### src/rtl/brew_arbiter_if.sv
`default_nettype none
// ============================================================================
//  Module      : brew_arbiter_if
//  Description : Station/brewer signal bundle for brew_arbiter.
//                master = purchase stations / observer, slave = arbiter.
//  Revision    : 1.0 - initial release
// ============================================================================
interface brew_arbiter_if;
  logic       req0;
  logic       req1;
  logic       cup_drop;
  logic       heater;
  logic       serve0;
  logic       serve1;
  logic       busy;
  logic [1:0] pend0;
  logic [1:0] pend1;
  logic       refund0;
  logic       refund1;

  modport master (
    output req0, req1,
    input  cup_drop, heater, serve0, serve1, busy, pend0, pend1, refund0, refund1
  );

  modport slave (
    input  req0, req1,
    output cup_drop, heater, serve0, serve1, busy, pend0, pend1, refund0, refund1
  );
endinterface
`default_nettype wire

### src/rtl/brew_arbiter.sv
`default_nettype none
// ============================================================================
//  Module      : brew_arbiter
//  Description : Shares one coffee brewer between two purchase stations.
//                Credits (0..3 per station) are banked from request pulses;
//                round-robin grant in IDLE, then CUP -> BREW -> DONE phases
//                timed by an 8-bit down-counter.
//                Optional macro BREW_ARBITER_REFUND_EN: pulse refundN when a
//                request arrives against a full credit counter.
//  Revision    : 1.0 - initial release
// ============================================================================
module brew_arbiter #(
  parameter int CUP_CYCLES  = 2,
  parameter int BREW_CYCLES = 8
) (
  input  logic          clk,
  input  logic          reset,
  brew_arbiter_if.slave bus
);

  localparam logic [1:0] c_IDLE = 2'd0;
  localparam logic [1:0] c_CUP  = 2'd1;
  localparam logic [1:0] c_BREW = 2'd2;
  localparam logic [1:0] c_DONE = 2'd3;

  localparam logic [7:0] c_CUP_LOAD  = 8'(CUP_CYCLES);
  localparam logic [7:0] c_BREW_LOAD = 8'(BREW_CYCLES);

  logic [1:0] r_state;
  logic [7:0] r_timer;
  logic       r_owner;   // station currently being served
  logic       r_last;    // station served most recently (1 after reset)
  logic [1:0] r_pend0;
  logic [1:0] r_pend1;

  logic w_idle;
  logic w_grant0;
  logic w_grant1;
  logic w_inc0;
  logic w_inc1;

  // Round-robin grant; a tie goes to the station not served last.
  always_comb begin
    w_idle   = (r_state == c_IDLE);
    w_grant1 = w_idle && (r_pend1 != 2'd0) && ((r_pend0 == 2'd0) || (r_last == 1'b0));
    w_grant0 = w_idle && (r_pend0 != 2'd0) && !w_grant1;
    // A full counter still accepts a request when the same edge consumes a credit.
    w_inc0   = bus.req0 && ((r_pend0 != 2'd3) || w_grant0);
    w_inc1   = bus.req1 && ((r_pend1 != 2'd3) || w_grant1);
  end

  // Credit counters: simultaneous increment and decrement cancel out.
  always_ff @(posedge clk) begin
    if (reset) begin
      r_pend0 <= 2'd0;
      r_pend1 <= 2'd0;
    end else begin
      if (w_inc0 && !w_grant0)
        r_pend0 <= r_pend0 + 2'd1;
      else if (!w_inc0 && w_grant0)
        r_pend0 <= r_pend0 - 2'd1;

      if (w_inc1 && !w_grant1)
        r_pend1 <= r_pend1 + 2'd1;
      else if (!w_inc1 && w_grant1)
        r_pend1 <= r_pend1 - 2'd1;
    end
  end

  // Phase sequencer; each timed phase ends on the cycle the counter reads 1.
  always_ff @(posedge clk) begin
    if (reset) begin
      r_state <= c_IDLE;
      r_timer <= 8'd0;
      r_owner <= 1'b0;
      r_last  <= 1'b1;
    end else begin
      case (r_state)
        c_IDLE: begin
          if (w_grant0 || w_grant1) begin
            r_owner <= w_grant1;
            r_timer <= c_CUP_LOAD;
            r_state <= c_CUP;
          end
        end
        c_CUP: begin
          if (r_timer == 8'd1) begin
            r_timer <= c_BREW_LOAD;
            r_state <= c_BREW;
          end else begin
            r_timer <= r_timer - 8'd1;
          end
        end
        c_BREW: begin
          if (r_timer == 8'd1) begin
            r_timer <= 8'd0;
            r_state <= c_DONE;
          end else begin
            r_timer <= r_timer - 8'd1;
          end
        end
        c_DONE: begin
          r_last  <= r_owner;
          r_state <= c_IDLE;
        end
        default: r_state <= c_IDLE;
      endcase
    end
  end

`ifdef BREW_ARBITER_REFUND_EN
  logic r_refund0;
  logic r_refund1;

  // Overflow request: full counter and no credit consumed on this edge.
  always_ff @(posedge clk) begin
    if (reset) begin
      r_refund0 <= 1'b0;
      r_refund1 <= 1'b0;
    end else begin
      r_refund0 <= bus.req0 && (r_pend0 == 2'd3) && !w_grant0;
      r_refund1 <= bus.req1 && (r_pend1 == 2'd3) && !w_grant1;
    end
  end

  assign bus.refund0 = r_refund0;
  assign bus.refund1 = r_refund1;
`else
  assign bus.refund0 = 1'b0;
  assign bus.refund1 = 1'b0;
`endif

  // Outputs decode only registered state.
  assign bus.cup_drop = (r_state == c_CUP);
  assign bus.heater   = (r_state == c_BREW);
  assign bus.serve0   = (r_state == c_DONE) && (r_owner == 1'b0);
  assign bus.serve1   = (r_state == c_DONE) && (r_owner == 1'b1);
  assign bus.busy     = (r_state != c_IDLE);
  assign bus.pend0    = r_pend0;
  assign bus.pend1    = r_pend1;

endmodule
`default_nettype wire

### src/flat_wrapper.sv
// flat-port wrapper written by rule: the top's interface ports become plain ports
module brew_arbiter_flat 
#(
  parameter int CUP_CYCLES  = 2,
  parameter int BREW_CYCLES = 8
)
  (clk, reset, bus_req0, bus_req1, bus_cup_drop, bus_heater, bus_serve0, bus_serve1, bus_busy, bus_pend0, bus_pend1, bus_refund0, bus_refund1);
  brew_arbiter_if bus_i ();
  input  logic clk;
  input  logic reset;
  input wire logic [$bits(bus_i.req0)-1:0] bus_req0;
  input wire logic [$bits(bus_i.req1)-1:0] bus_req1;
  output wire logic [$bits(bus_i.cup_drop)-1:0] bus_cup_drop;
  output wire logic [$bits(bus_i.heater)-1:0] bus_heater;
  output wire logic [$bits(bus_i.serve0)-1:0] bus_serve0;
  output wire logic [$bits(bus_i.serve1)-1:0] bus_serve1;
  output wire logic [$bits(bus_i.busy)-1:0] bus_busy;
  output wire logic [$bits(bus_i.pend0)-1:0] bus_pend0;
  output wire logic [$bits(bus_i.pend1)-1:0] bus_pend1;
  output wire logic [$bits(bus_i.refund0)-1:0] bus_refund0;
  output wire logic [$bits(bus_i.refund1)-1:0] bus_refund1;
  assign bus_i.req0 = bus_req0;
  assign bus_i.req1 = bus_req1;
  assign bus_cup_drop = bus_i.cup_drop;
  assign bus_heater = bus_i.heater;
  assign bus_serve0 = bus_i.serve0;
  assign bus_serve1 = bus_i.serve1;
  assign bus_busy = bus_i.busy;
  assign bus_pend0 = bus_i.pend0;
  assign bus_pend1 = bus_i.pend1;
  assign bus_refund0 = bus_i.refund0;
  assign bus_refund1 = bus_i.refund1;
  brew_arbiter #(.CUP_CYCLES(CUP_CYCLES), .BREW_CYCLES(BREW_CYCLES)) u_core (.clk(clk), .reset(reset), .bus(bus_i));
endmodule
### config.mk
export PLATFORM = sky130hd
export DESIGN_NAME = brew_arbiter_flat
export DESIGN_NICKNAME = d
export VERILOG_FILES = /design/src/rtl/brew_arbiter_if.sv /design/src/rtl/brew_arbiter.sv /design/src/flat_wrapper.sv
export SDC_FILE = /design/constraint.sdc
export NUM_CORES = 1
export LEC_CHECK = 0
export CORE_UTILIZATION = 64
export CTS_BUF_LIST = sky130_fd_sc_hd__clkbuf_8
export CTS_CLUSTER_DIAMETER = 200
export DETAILED_ROUTE_END_ITERATION = 10
export DONT_BUFFER_PORTS = 1
export GPL_ROUTABILITY_DRIVEN = 0
export GPL_TIMING_DRIVEN = 0
export PLACE_DENSITY_LB_ADDON = 0.1
export SETUP_SLACK_MARGIN = 0.4
export SYNTH_ARGS = -nofsm -noshare
export SYNTH_HDL_FRONTEND = slang
export SYNTH_SLANG_ARGS = --single-unit
### constraint.sdc
create_clock -name clk -period 2.7 [get_ports clk]
set_input_delay 0.135 -clock clk [delete_from_list [all_inputs] [get_ports clk]]
set_output_delay 0.135 -clock clk [all_outputs]
set_load 0.02 [all_outputs]
==> results.toml <==
[logic_synthesis]
yosysWarnings = 0
synth_edf_count = 0
yosysTopAreaCellShare_pct = 33.8
synthCells = 106
synth_seq_area_share_pct = 33.8
yosysMostFrequentCell = "dfxtp_1"
syn_avg_cell_area_um2 = 8.95
ys.flop_type = "dfxtp_1"
ys_ff_latch = 16
synth_area_um2 = 948
synth_area_leader_cell = "dfxtp_1"
synth.top_cells.by_count = "dfxtp_1, nor2_1, ha_1, inv_1, a21oi_1"
synthArstFlopShare_pct = 0
synth.distinct_cells = 36
ys_top_cells_by_area = "dfxtp_1, ha_1, xnor2_1, xor2_1, nor2_1"

[timing]
final-setup-viol-count = 0
slew_violations = 0
rsz0062_at_grt = "true"
finalHoldViolations = 0
fmax_mhz = 452
tns_ps = 0
finalCritPeriodShare_pct = 82.0
finalClockSkew_ps = 2.59
final.min_clock_period_ps = 2210
worstMarginPinSlew_ps = 518
slew_headroom_pct = 65.5

[power]
vdd_drop_max_mv = 0.840
p_sw_uw = 589
power_leakage_uw = 0.000477
p_int_uw = 771
swShare_pct = 43.3
p_comb_share_pct = 53.1
clock_power_share_pct = 15.6
power_uw = 1360
p_seq_share_pct = 31.3
cellPowerDensity_nw_per_um2 = 1260

[min_path]
worstHoldStart = "reset"
hold_end = "u_core.r_state[1]"
min_path_cells = 2
holdCritPathClass = "in2reg"

[global_route]
antenna_found_initial = 0
track_usage_pct = 25.0
overflow = 0
grt_max_degree = 11
globalRoute.busiestLayer = "met2"
grt_pass1_wl_mm = 2.75
gr-usage-met1_pct = 29.0
grt_util_met3_pct = 1.67
grt_pass1_vias = 691
met2_usage_pct = 47.6

[placed_design]
port_buffers = 0
dpl.hpwl_mm = 1.31

[job]
max-cap-violations = 0

[cts]
numCtsBuffers = 3
clk_pin_slew_ps = 60
clock_latency_ps = 250
cts_tree = "built"
htreeDepth = 1
cts_buffer_depth = 2
clkSinkCount = 16
cts_root_buf = "clkbuf_8"

[floorplanning]
die_h_um = 40.5
die_w_um = 40.5
core_area_um2 = 1330
die_area_um2 = 1640
io_pins = 15
rows = 13
start_util_pct = 71.1

[status]
run_status = "finished, final reports clean"

[drt]
vias = 756
vias_per_cell = 5.86
wirelength_mm = 1.91
drt_iter0_markers = 8
drcViolationCount = 0
drt_pass1_iterations = 4
postRouteAntennaNets = 0
wl_per_cell_um = 14.8

[critical_path]
ff2ff_path_depth = 9
start_kind = "flop"
r2r-start = "u_core.r_state[0]"
cpPeakStageDelay_ps = 410
cp_cell_sequence = "inv_1 > ha_1 > clkbuf_4 > o21ai_0 > nand2b_4 > a31oi_2 > ha_1 > or3_1 > a21oi_2"
r2r_end = "u_core.bus.pend0[1]"
worstPathMaxFanout = 9
path_common_cell = "ha_1"
worst_setup_path_end_kind = "flop"
criticalPathCategory = "reg2reg"
r2r_slack_ps = 490
worstPathArrival_ps = 2400
crit_path_top_delay_cell = "or3_1"
cp.required_ps = 2880

[cells_and_area]
fillers = 99
fin_nets = 128
num_antenna_cells = 0
final_util_pct = 81.1
drive_gt1_share_pct = 19.3
syn_to_final_growth_pct = 14.1
[flip-flops by register name, indices dropped and copies added, names as in the netlist]
| signal | count |
|---|---|
| u_core.bus.pend0 | 2 |
| u_core.bus.pend1 | 2 |
| u_core.r_last | 1 |
| u_core.r_owner | 1 |
| u_core.r_state | 2 |
| u_core.r_timer | 8 |
[cells by family after synthesis]
group                      Yosys count  synth area share [%]
other                                1                 0.395
xor gates and xnor gates            10                  9.23
DFF                                 16                  33.8
AOI/OAI and AO/OA                   26                  18.5
adders and majority gates            9                  11.9
and+or+nand+nor                     30                  19.3
muxes                                1                  1.06
buffers and inverters               13                  5.94
[worst max-delay path: cells and delay by family, from the launching register on]
kind / cells / cell delay [ps]
AO/OA/AOI/OAI: 3 / 490
adder cells (fa/ha/maj): 2 / 430
AND/OR/NAND/NOR: 2 / 590
flip-flops: 1 / 360
buffers and inverters: 2 / 270
[cell type report]
cell class | instances | area, um2 | area share, %
Clock buffer | 4 | 55.1 | 5.09
Sequential cell | 16 | 325 | 30.1
Buffer | 5 | 33.8 | 3.12
Tap cell | 15 | 18.8 | 1.73
Inverter | 8 | 30.0 | 2.77
Multi-Input combinational cell | 78 | 597 | 55.1
Timing Repair Buffer | 3 | 22.5 | 2.08
[power groups by stage]
stage               combinational [uW]  clock, uW  sequential, uW
floorplan                          535          0             400
global placement                   603          0             417
detailed placement                 631          0             422
CTS                                664        213             418
global route                       796        218             435
finish                             723        212             425
[worst max-delay path by stage]
stage | from | slack, ps | end | cells past startpoint
finish | u_core.r_state[0] | 490 | u_core.bus.pend0[1] | 9
global route | u_core.r_state[0] | 320 | u_core.bus.pend0[1] | 9
CTS | u_core.r_state[0] | 480 | u_core.bus.pend0[1] | 9
detailed placement | u_core.r_state[0] | 340 | u_core.bus.pend0[1] | 9
global placement | u_core.r_state[0] | 440 | u_core.bus.pend0[1] | 9
floorplan | u_core.bus.pend0[0] | 620 | u_core.bus.pend0[1] | 8
[cell usage in the layout, fill, tap and decap left out, types with 4 or more instances in the layout]
master / instances
dfxtp_1: 14
nor2_1: 10
ha_1: 9
inv_1: 8
xnor2_1: 5
xor2_1: 5
buf_4: 5
o21ai_0: 4
a21oi_1: 4
clkbuf_8: 4
[metrics by stage]
step / worst slack [ps] / hold slack, ps / cell area, um2 / cells
2_1_floorplan: 621 / 366 / 952 / 107
3_3_place_gp: 440 / 399 / 971 / 122
3_5_place_dp: 338 / 410 / 971 / 122
4_1_cts: 477 / 147 / 1040 / 128
5_1_grt: 321 / 149 / 1080 / 129
6_report: 485 / 135 / 1080 / 129
[routing by layer]
| layer | wire (um) | vias up |
|---|---|---|
| met5 | 0 | - |
| met4 | 20 | 0 |
| met3 | 62 | 2 |
| met2 | 954 | 15 |
| met1 | 877 | 354 |
| li1 | - | 385 |
[repair_timing]
action / CTS / global route
pin swaps: 1 / 2
hold buffers: 0 / 0
setup buffers: 2 / 1
setup endpoints to repair: 1 / 2
resized for setup: 2 / 11
Power figures use the tool's default switching activity.
